<file path="src/rtl/vga_pkg.sv">
// Shared PS/2 set-2 definitions: tracked-key table, protocol prefix bytes and key lookup.
package vga_pkg;

  localparam logic [7:0] SC_EXT     = 8'hE0;
  localparam logic [7:0] SC_BRK     = 8'hF0;
  localparam logic [7:0] SC_PAUSE   = 8'hE1;
  localparam int         PAUSE_SKIP = 7;
  localparam int         N_TABLE    = 16;

  localparam int KEY_IDX_A        = 0;
  localparam int KEY_IDX_S        = 1;
  localparam int KEY_IDX_D        = 2;
  localparam int KEY_IDX_W        = 3;
  localparam int KEY_IDX_1        = 4;
  localparam int KEY_IDX_2        = 5;
  localparam int KEY_IDX_3        = 6;
  localparam int KEY_IDX_4        = 7;
  localparam int KEY_IDX_ESC      = 8;
  localparam int KEY_IDX_UP       = 9;
  localparam int KEY_IDX_DOWN     = 10;
  localparam int KEY_IDX_LEFT     = 11;
  localparam int KEY_IDX_RIGHT    = 12;
  localparam int KEY_IDX_SPACE    = 13;
  localparam int KEY_IDX_ENTER    = 14;
  localparam int KEY_IDX_KP_ENTER = 15;

  typedef struct packed {
    logic       ext;
    logic [7:0] code;
  } key_code_t;

  typedef struct packed {
    logic       hit;
    logic [3:0] idx;
  } key_hit_t;

  typedef enum logic [2:0] {
    ST_IDLE,
    ST_EXT,
    ST_BRK,
    ST_EXT_BRK,
    ST_PAUSE
  } parse_state_t;

  localparam key_code_t KEY_TABLE [N_TABLE] = '{
    '{1'b0, 8'h1C}, '{1'b0, 8'h1B}, '{1'b0, 8'h23}, '{1'b0, 8'h1D},
    '{1'b0, 8'h16}, '{1'b0, 8'h1E}, '{1'b0, 8'h26}, '{1'b0, 8'h25},
    '{1'b0, 8'h76}, '{1'b1, 8'h75}, '{1'b1, 8'h72}, '{1'b1, 8'h6B},
    '{1'b1, 8'h74}, '{1'b0, 8'h29}, '{1'b0, 8'h5A}, '{1'b1, 8'h5A}
  };

  // Lowest matching table index wins; entries are unique so order only matters for determinism.
  function automatic key_hit_t key_lookup(input logic ext, input logic [7:0] code);
    key_hit_t r;
    r = '0;
    for (int i = N_TABLE - 1; i >= 0; i--) begin
      if (KEY_TABLE[i].ext == ext && KEY_TABLE[i].code == code) begin
        r.hit = 1'b1;
        r.idx = 4'(i);
      end
    end
    return r;
  endfunction

endpackage

</file>
<file path="src/rtl/ps2_key_tracker_if.sv">
// Byte input, held-key bitmap and event handshake of the key tracker.
interface ps2_key_tracker_if #(
    parameter int N_KEYS = 16,
    parameter int KEY_W  = 4
);
    logic              rx_done_tick;
    logic [7:0]        dout;
    logic [N_KEYS-1:0] key_down;
    logic              ev_valid;
    logic              ev_ready;
    logic [KEY_W-1:0]  ev_key;
    logic              ev_make;
    logic              ev_repeat;
    logic              overflow;

    modport master (
        input  rx_done_tick, dout, ev_ready,
        output key_down, ev_valid, ev_key, ev_make, ev_repeat, overflow
    );

    modport slave (
        output rx_done_tick, dout, ev_ready,
        input  key_down, ev_valid, ev_key, ev_make, ev_repeat, overflow
    );
endinterface

</file>
<file path="src/rtl/ps2_event_fifo.sv">
// First-word-fall-through synchronous FIFO with count-based full/empty; head reads as zero when empty.
module ps2_event_fifo #(
    parameter int WIDTH = 6,
    parameter int DEPTH = 8
) (
    input  logic             clk,
    input  logic             rst,
    input  logic             push,
    input  logic [WIDTH-1:0] din,
    input  logic             pop,
    output logic [WIDTH-1:0] dout,
    output logic             full,
    output logic             empty
);
    localparam int AW = $clog2(DEPTH);

    logic [WIDTH-1:0] mem [DEPTH];
    logic [AW-1:0]    wr_ptr;
    logic [AW-1:0]    rd_ptr;
    logic [AW:0]      count;
    logic             do_push;
    logic             do_pop;

    assign empty   = (count == '0);
    assign full    = (count == (AW+1)'(DEPTH));
    assign do_pop  = pop && !empty;
    // A pop in the same cycle frees the slot, so a push into a full FIFO still lands.
    assign do_push = push && (!full || do_pop);
    assign dout    = empty ? '0 : mem[rd_ptr];

    always_ff @(posedge clk) begin
        if (rst) begin
            wr_ptr <= '0;
            rd_ptr <= '0;
            count  <= '0;
        end else begin
            if (do_push) wr_ptr <= wr_ptr + 1'b1;
            if (do_pop)  rd_ptr <= rd_ptr + 1'b1;
            count <= count + (AW+1)'(do_push) - (AW+1)'(do_pop);
        end
    end

    always_ff @(posedge clk) begin
        if (do_push) mem[wr_ptr] <= din;
    end
endmodule

</file>
<file path="src/rtl/ps2_key_tracker.sv">
// PS/2 set-2 scancode parser: tracks held keys and queues press/release events.
module ps2_key_tracker
    import vga_pkg::*;
#(
    parameter int N_KEYS     = 16,
    parameter int FIFO_DEPTH = 8,
    parameter int REPEAT_EN  = 0
) (
    input  logic                clk,
    input  logic                rst,
    ps2_key_tracker_if.master   bus
);
    localparam int KEY_W = (N_KEYS > 1) ? $clog2(N_KEYS) : 1;
    localparam int EV_W  = KEY_W + 2;

    parse_state_t      state, state_n;
    logic [2:0]        skip_cnt, skip_cnt_n;
    logic [N_KEYS-1:0] key_down_r, key_down_n;
    logic              overflow_r;
    logic              key_vld, key_ext, key_brk, key_sel;
    key_hit_t          hit;
    logic [KEY_W-1:0]  idx;
    logic              push;
    logic [EV_W-1:0]   ev_din, ev_head;
    logic              fifo_full, fifo_empty, pop;

    always_ff @(posedge clk) begin
        if (rst) begin
            state      <= ST_IDLE;
            skip_cnt   <= '0;
            key_down_r <= '0;
            overflow_r <= 1'b0;
        end else begin
            state      <= state_n;
            skip_cnt   <= skip_cnt_n;
            key_down_r <= key_down_n;
            if (push && fifo_full && !pop) overflow_r <= 1'b1;
        end
    end

    always_comb begin
        state_n    = state;
        skip_cnt_n = skip_cnt;
        key_vld    = 1'b0;
        key_ext    = 1'b0;
        key_brk    = 1'b0;
        if (bus.rx_done_tick) begin
            case (state)
                ST_IDLE: begin
                    if (bus.dout == SC_EXT)        state_n = ST_EXT;
                    else if (bus.dout == SC_BRK)   state_n = ST_BRK;
                    else if (bus.dout == SC_PAUSE) begin
                        state_n    = ST_PAUSE;
                        skip_cnt_n = 3'(PAUSE_SKIP);
                    end else key_vld = 1'b1;
                end
                ST_EXT: begin
                    if (bus.dout == SC_BRK) state_n = ST_EXT_BRK;
                    else if (bus.dout != SC_EXT) begin
                        key_vld = 1'b1;
                        key_ext = 1'b1;
                        state_n = ST_IDLE;
                    end
                end
                ST_BRK: begin
                    key_vld = 1'b1;
                    key_brk = 1'b1;
                    state_n = ST_IDLE;
                end
                ST_EXT_BRK: begin
                    key_vld = 1'b1;
                    key_ext = 1'b1;
                    key_brk = 1'b1;
                    state_n = ST_IDLE;
                end
                ST_PAUSE: begin
                    // Pause bytes are swallowed whole; they carry no make/break meaning.
                    skip_cnt_n = skip_cnt - 1'b1;
                    if (skip_cnt <= 3'd1) state_n = ST_IDLE;
                end
                default: state_n = ST_IDLE;
            endcase
        end
    end

    assign hit     = key_lookup(key_ext, bus.dout);
    assign idx     = hit.idx[KEY_W-1:0];
    assign key_sel = key_vld && hit.hit && (int'(hit.idx) < N_KEYS);

    always_comb begin
        key_down_n = key_down_r;
        push       = 1'b0;
        ev_din     = '0;
        if (key_sel) begin
            if (key_brk) begin
                key_down_n[idx] = 1'b0;
                push            = 1'b1;
                ev_din          = {idx, 1'b0, 1'b0};
            end else if (!key_down_r[idx]) begin
                key_down_n[idx] = 1'b1;
                push            = 1'b1;
                ev_din          = {idx, 1'b1, 1'b0};
            end else if (REPEAT_EN != 0) begin
                push   = 1'b1;
                ev_din = {idx, 1'b1, 1'b1};
            end
        end
    end

    assign pop = !fifo_empty && bus.ev_ready;

    ps2_event_fifo #(
        .WIDTH (EV_W),
        .DEPTH (FIFO_DEPTH)
    ) u_fifo (
        .clk   (clk),
        .rst   (rst),
        .push  (push),
        .din   (ev_din),
        .pop   (pop),
        .dout  (ev_head),
        .full  (fifo_full),
        .empty (fifo_empty)
    );

    assign bus.key_down = key_down_r;
    assign bus.overflow = overflow_r;
    assign bus.ev_valid = !fifo_empty;
    assign {bus.ev_key, bus.ev_make, bus.ev_repeat} = ev_head;
endmodule

</file>
<file path="src/flat_wrapper.sv">
// flat-port wrapper written by rule: the top's interface ports become plain ports
module ps2_key_tracker_flat import vga_pkg::*;
#(
    parameter int N_KEYS     = 16,
    parameter int FIFO_DEPTH = 8,
    parameter int REPEAT_EN  = 0
)
  (clk, rst, bus_rx_done_tick, bus_dout, bus_ev_ready, bus_key_down, bus_ev_valid, bus_ev_key, bus_ev_make, bus_ev_repeat, bus_overflow);
  ps2_key_tracker_if #(.N_KEYS(N_KEYS), .KEY_W(4)) bus_i ();
  input  logic clk;
  input  logic rst;
  input wire logic [$bits(bus_i.rx_done_tick)-1:0] bus_rx_done_tick;
  input wire logic [$bits(bus_i.dout)-1:0] bus_dout;
  input wire logic [$bits(bus_i.ev_ready)-1:0] bus_ev_ready;
  output wire logic [$bits(bus_i.key_down)-1:0] bus_key_down;
  output wire logic [$bits(bus_i.ev_valid)-1:0] bus_ev_valid;
  output wire logic [$bits(bus_i.ev_key)-1:0] bus_ev_key;
  output wire logic [$bits(bus_i.ev_make)-1:0] bus_ev_make;
  output wire logic [$bits(bus_i.ev_repeat)-1:0] bus_ev_repeat;
  output wire logic [$bits(bus_i.overflow)-1:0] bus_overflow;
  assign bus_i.rx_done_tick = bus_rx_done_tick;
  assign bus_i.dout = bus_dout;
  assign bus_i.ev_ready = bus_ev_ready;
  assign bus_key_down = bus_i.key_down;
  assign bus_ev_valid = bus_i.ev_valid;
  assign bus_ev_key = bus_i.ev_key;
  assign bus_ev_make = bus_i.ev_make;
  assign bus_ev_repeat = bus_i.ev_repeat;
  assign bus_overflow = bus_i.overflow;
  ps2_key_tracker #(.N_KEYS(N_KEYS), .FIFO_DEPTH(FIFO_DEPTH), .REPEAT_EN(REPEAT_EN)) u_core (.clk(clk), .rst(rst), .bus(bus_i));
endmodule
</file>
<file path="config.mk">
export PLATFORM = sky130hd
export DESIGN_NAME = ps2_key_tracker_flat
export DESIGN_NICKNAME = d
export VERILOG_FILES = /design/src/rtl/vga_pkg.sv /design/src/rtl/ps2_key_tracker_if.sv /design/src/rtl/ps2_event_fifo.sv /design/src/rtl/ps2_key_tracker.sv /design/src/flat_wrapper.sv
export SDC_FILE = /design/constraint.sdc
export NUM_CORES = 1
export LEC_CHECK = 0
export ABC_AREA = 0
export CAP_MARGIN = 20
export CORE_ASPECT_RATIO = 1.4
export CORE_UTILIZATION = 50
export CTS_BUF_LIST = sky130_fd_sc_hd__clkbuf_2
export DETAILED_ROUTE_END_ITERATION = 7
export PLACE_DENSITY_LB_ADDON = 0.15
export SLEW_MARGIN = 20
export SYNTH_ARGS = -nofsm -noshare
export SYNTH_HDL_FRONTEND = slang
export SYNTH_SLANG_ARGS = --single-unit
</file>
<file path="constraint.sdc">
create_clock -name clk -period 4.9 [get_ports clk]
set_input_delay 0.49 -clock clk [delete_from_list [all_inputs] [get_ports clk]]
set_output_delay 0.49 -clock clk [all_outputs]
set_load 0.05 [all_outputs]
</file>
==> out/results.env <==
OUTCOME='complete, no violations'
CTS_MADE_BUFFERS=9
POST_ROUTE_CELLS_DRIVE_ABOVE_1_SHARE_PCT=14.1
POST-CTS-SETUP-BUFFERS=0
SETUP.WORST_PATH.CLASS='input pin to flop'
TIMING.FINAL.CRIT_PERIOD_NS=4.26
IOS=36
INITIAL_UTILIZATION_PCT=51.6
CELLLEAKAGEPOWER_nW=1.52
DIE_AREA_SQ_UM=8360
LAYOUT.NETS=437
FF_LATCH_AREA_SQ_UM=1920
R2R_CELLS=16
PLACEMENT.IO_BUFFERS=34
TIMING.CRITICAL_PATH.ARRIVAL_NS=4.66
CP-END-KIND='flop'
DRV_SLEW=0
CLOCK_TREE.HTREE_LEVEL_COUNT=3
WORSTSETUPSTARTPOINTTYPE='input pin'
WHS_PATH_DEPTH=1
TIMING.MAX_CAP.VIOLATIONS=0
FINALWIRELENGTH_UM=9200
WORST_SETUP_HOLD_PATH_CLK_SLEW_NS=0.19
CLOCK_INSERTION_DELAY_WORST_SKEW_NS=0.49
STD_CELL_ROWS=38
WORSTMARGINPINSLEW_NS=0.700
DRT-VIAS-PER-INSTANCE=5.92
TRITONCTS='yes'
NETLIST-CELL-TYPE-COUNT=66
ANTENNA_FOUND_INITIAL=0
CTS_HOLD_BUFFERS=0
CLOCK_TREE.ROOT_CELL='sky130_fd_sc_hd__clkbuf_2'
PIN_COUNT_OF_THE_BIGGEST_NET_ENTERING_GLOBAL_ROUTING=27
LAYOUT_WORST_PATH_CYCLE_SHARE_PCT=86.9
FIRST_GLOBAL_VIAS=2961
PEAKVDDDROP_mV=0.331
CP_REQUIRED_NS=5.30
ROUTABILITY_CONGESTION=0.938
SYNTH.AREA.TOP_CELLS='sky130_fd_sc_hd__edfxtp_1 (30%), sky130_fd_sc_hd__dfxtp_1 (18%), sky130_fd_sc_hd__mux4_2 (5.6%), sky130_fd_sc_hd__nor2_1 (3.8%), sky130_fd_sc_hd__ha_1 (3.1%)'
SYNTH_AREA_LEADER_CELL='sky130_fd_sc_hd__edfxtp_1'
SYNTH_CELLS=375
AREA_USED_BY_MULTI_INPUT_COMBINATIONAL_LOGIC_SQ_UM=1920
SETUP_TOTAL_NEGATIVE_SLACK_NS=0
YS.WARNINGS.COUNT=0
DIE_WIDTH_UM=77.6
POST_CTS_RESIZED=0
NETLIST_TOP_CELLS_COUNT='sky130_fd_sc_hd__edfxtp_1 (40), sky130_fd_sc_hd__nor2_1 (40), sky130_fd_sc_hd__dfxtp_1 (36)'
NUMCLOCKSINKS=76
FP.COREAREA_SQ_UM=7750
RSZ0062_AT_GRT='false'
POSTSYNTHAREAPERCELL_SQ_UM=10.7
DRTPASS1ITERATIONS=4
SYNTHESIS.NETS=398
GRT_TOTAL_OVFL=0
HOLD_VIOL=0
POSTROUTEANTENNANETS=0
SYNTHTOLAYOUTAREAGROWTH_PCT=14.4
POST-DP-HPWL_UM=7030
DIE_H_UM=108
TIMING.FMAX_MHz=235
INITIALDRTVIOLATIONCOUNT=217
SYNTH_ENABLE_FLOP_CELLS=40
GRT_FIRST_PASS_WIRELENGTH_UM=14900
ROUTED_WIRE_LENGTH_PER_INSTANCE_UM=17.7
FILLCELLCOUNT=686
CP_MAX_FO=13
DRC=0
SYNTH-SEQ-CELLS=76
YOSYS.AREA.TOP_TYPE_SHARE_PCT=30.1
DETAILROUTE.VIA_COUNT=3075
MAPPEDNETLISTAREA_SQ_UM=4000
ASYNC_RESET_FF_SHARE_PCT=0
CTS_BUFFER_DEPTH=2
NUMBER_OF_ANTENNA_DIODES=0
GRT.TOTAL_USAGE_PCT=23.9
FINALSETUPVIOLATIONS=0
POST-ROUTE-CELL-AREA_SQ_UM=4570
POWER_DENSITY_nW_PER_UM2=336
SYNTH_SEQ_AREA_SHARE_PCT=48.1
TIMING.CLOCK.SKEW_NS=0.0185
HOLD_PATH_CLASS='flop to flop'
PLACE_AREA_SQ_UM=4490
SYNTH-MAIN-FF-CELL='sky130_fd_sc_hd__edfxtp_1'
MAX-SLEW-MARGIN-REL_PCT=53.0
-- kinds of logic after synthesis --
logic type,share of synthesized area [%]
simple gates,21.7
buf+inv,3.98
other cells,0.0938
flops,48.1
fa+ha+maj,3.63
compound gates,11.8
mux,9.36
xor+xnor,1.32
-- critical path: stages --
cell                              delay, ns
sky130_fd_sc_hd__clkdlybuf4s50_1       0.68
sky130_fd_sc_hd__or3b_1                0.42
sky130_fd_sc_hd__a2111o_1              0.46
sky130_fd_sc_hd__and2_1                0.22
sky130_fd_sc_hd__and2_1                0.23
sky130_fd_sc_hd__a31o_2                0.28
sky130_fd_sc_hd__a221oi_1              0.34
sky130_fd_sc_hd__a31oi_1               0.16
sky130_fd_sc_hd__nor2_1                0.17
sky130_fd_sc_hd__inv_1                 0.06
sky130_fd_sc_hd__ha_1                  0.28
sky130_fd_sc_hd__inv_1                 0.06
sky130_fd_sc_hd__ha_1                  0.15
sky130_fd_sc_hd__inv_1                 0.06
sky130_fd_sc_hd__fa_1                  0.38
sky130_fd_sc_hd__xor2_1                0.17
sky130_fd_sc_hd__nor2_1                0.05
-- worst paths after layout --
path	to	from	slack (ns)
setup / recovery	u_core.u_fifo.count[2]	bus_dout[4]	0.64
hold / removal	u_core.bus.overflow	u_core.bus.overflow	0.49
setup reg to reg	u_core.u_fifo.count[2]	u_core.state[0]	0.94
hold reg to reg	u_core.bus.overflow	u_core.bus.overflow	0.49
-- routing by layer --
metal  global-route usage (%)  up-vias  part of all wire, %
li1                         -     1486                    -
met1                     25.0     1488                   39
met2                     43.4       76                   54
met3                     5.51       25                  2.8
met4                     13.3        0                  3.8
met5                        0        -                    0
-- layout make-up --
class / count / area share (%)
Tap cell: 100 / 2.74
Clock inverter: 5 / 0.630
Sequential cell: 76 / 42.0
Clock buffer: 11 / 1.20
Inverter: 13 / 1.07
Multi-Input combinational cell: 263 / 42.1
Timing Repair Buffer: 51 / 10.2
-- layout by cell type, fill, tap and decap left out, types with 3 or more instances in the layout --
| cell | count |
|---|---|
| sky130_fd_sc_hd__nor2b_1 | 5 |
| sky130_fd_sc_hd__dfxtp_1 | 36 |
| sky130_fd_sc_hd__inv_1 | 12 |
| sky130_fd_sc_hd__o21a_1 | 9 |
| sky130_fd_sc_hd__buf_4 | 17 |
| sky130_fd_sc_hd__mux2i_1 | 10 |
| sky130_fd_sc_hd__mux4_2 | 10 |
| sky130_fd_sc_hd__xnor2_1 | 3 |
| sky130_fd_sc_hd__edfxtp_1 | 40 |
| sky130_fd_sc_hd__a21oi_1 | 16 |
| sky130_fd_sc_hd__ha_1 | 10 |
| sky130_fd_sc_hd__nand3b_1 | 7 |
| sky130_fd_sc_hd__a2111oi_0 | 3 |
| sky130_fd_sc_hd__o221a_2 | 6 |
| sky130_fd_sc_hd__or3_1 | 3 |
| sky130_fd_sc_hd__nor2_1 | 40 |
| sky130_fd_sc_hd__nand2b_1 | 10 |
| sky130_fd_sc_hd__nor4_1 | 4 |
| sky130_fd_sc_hd__and4b_1 | 3 |
| sky130_fd_sc_hd__and2_1 | 7 |
| sky130_fd_sc_hd__o21ai_0 | 8 |
| sky130_fd_sc_hd__and3_1 | 5 |
| sky130_fd_sc_hd__clkbuf_2 | 11 |
| sky130_fd_sc_hd__nor3_1 | 18 |
| sky130_fd_sc_hd__clkdlybuf4s50_1 | 34 |
| sky130_fd_sc_hd__and3b_1 | 5 |
| sky130_fd_sc_hd__nand2_1 | 19 |
| sky130_fd_sc_hd__nand3_1 | 9 |
| sky130_fd_sc_hd__mux2_2 | 3 |
| sky130_fd_sc_hd__nand4_1 | 5 |
| sky130_fd_sc_hd__a211oi_1 | 5 |
| sky130_fd_sc_hd__xor2_1 | 3 |
-- per-stage QoR --
| stage | setup slack [ns] | util [%] | hold WS, ns | total power, W | instances |
|---|---|---|---|---|---|
| after floorplan | 0.749 | - | 0.466 | 0.00114 | 375 |
| after global placement | 0.284 | 57.9 | 0.450 | 0.00127 | 503 |
| after detailed placement | 0.165 | 57.9 | 0.457 | 0.00128 | 503 |
| after CTS | 0.753 | 59.0 | 0.498 | 0.00156 | 519 |
| after global routing | 0.397 | 59.0 | 0.511 | 0.00164 | 519 |
| final | 0.644 | 59.0 | 0.494 | 0.00154 | 519 |
-- power by group --
part	switching [W]	leakage (nW)	internal (W)	total, W
Sequential	0.0000479	0.625	0.000695	0.000743
Combinational	0.000309	0.843	0.000215	0.000523
Clock	0.000204	0.0554	0.0000674	0.000271
(Power assumes the default switching activity.)
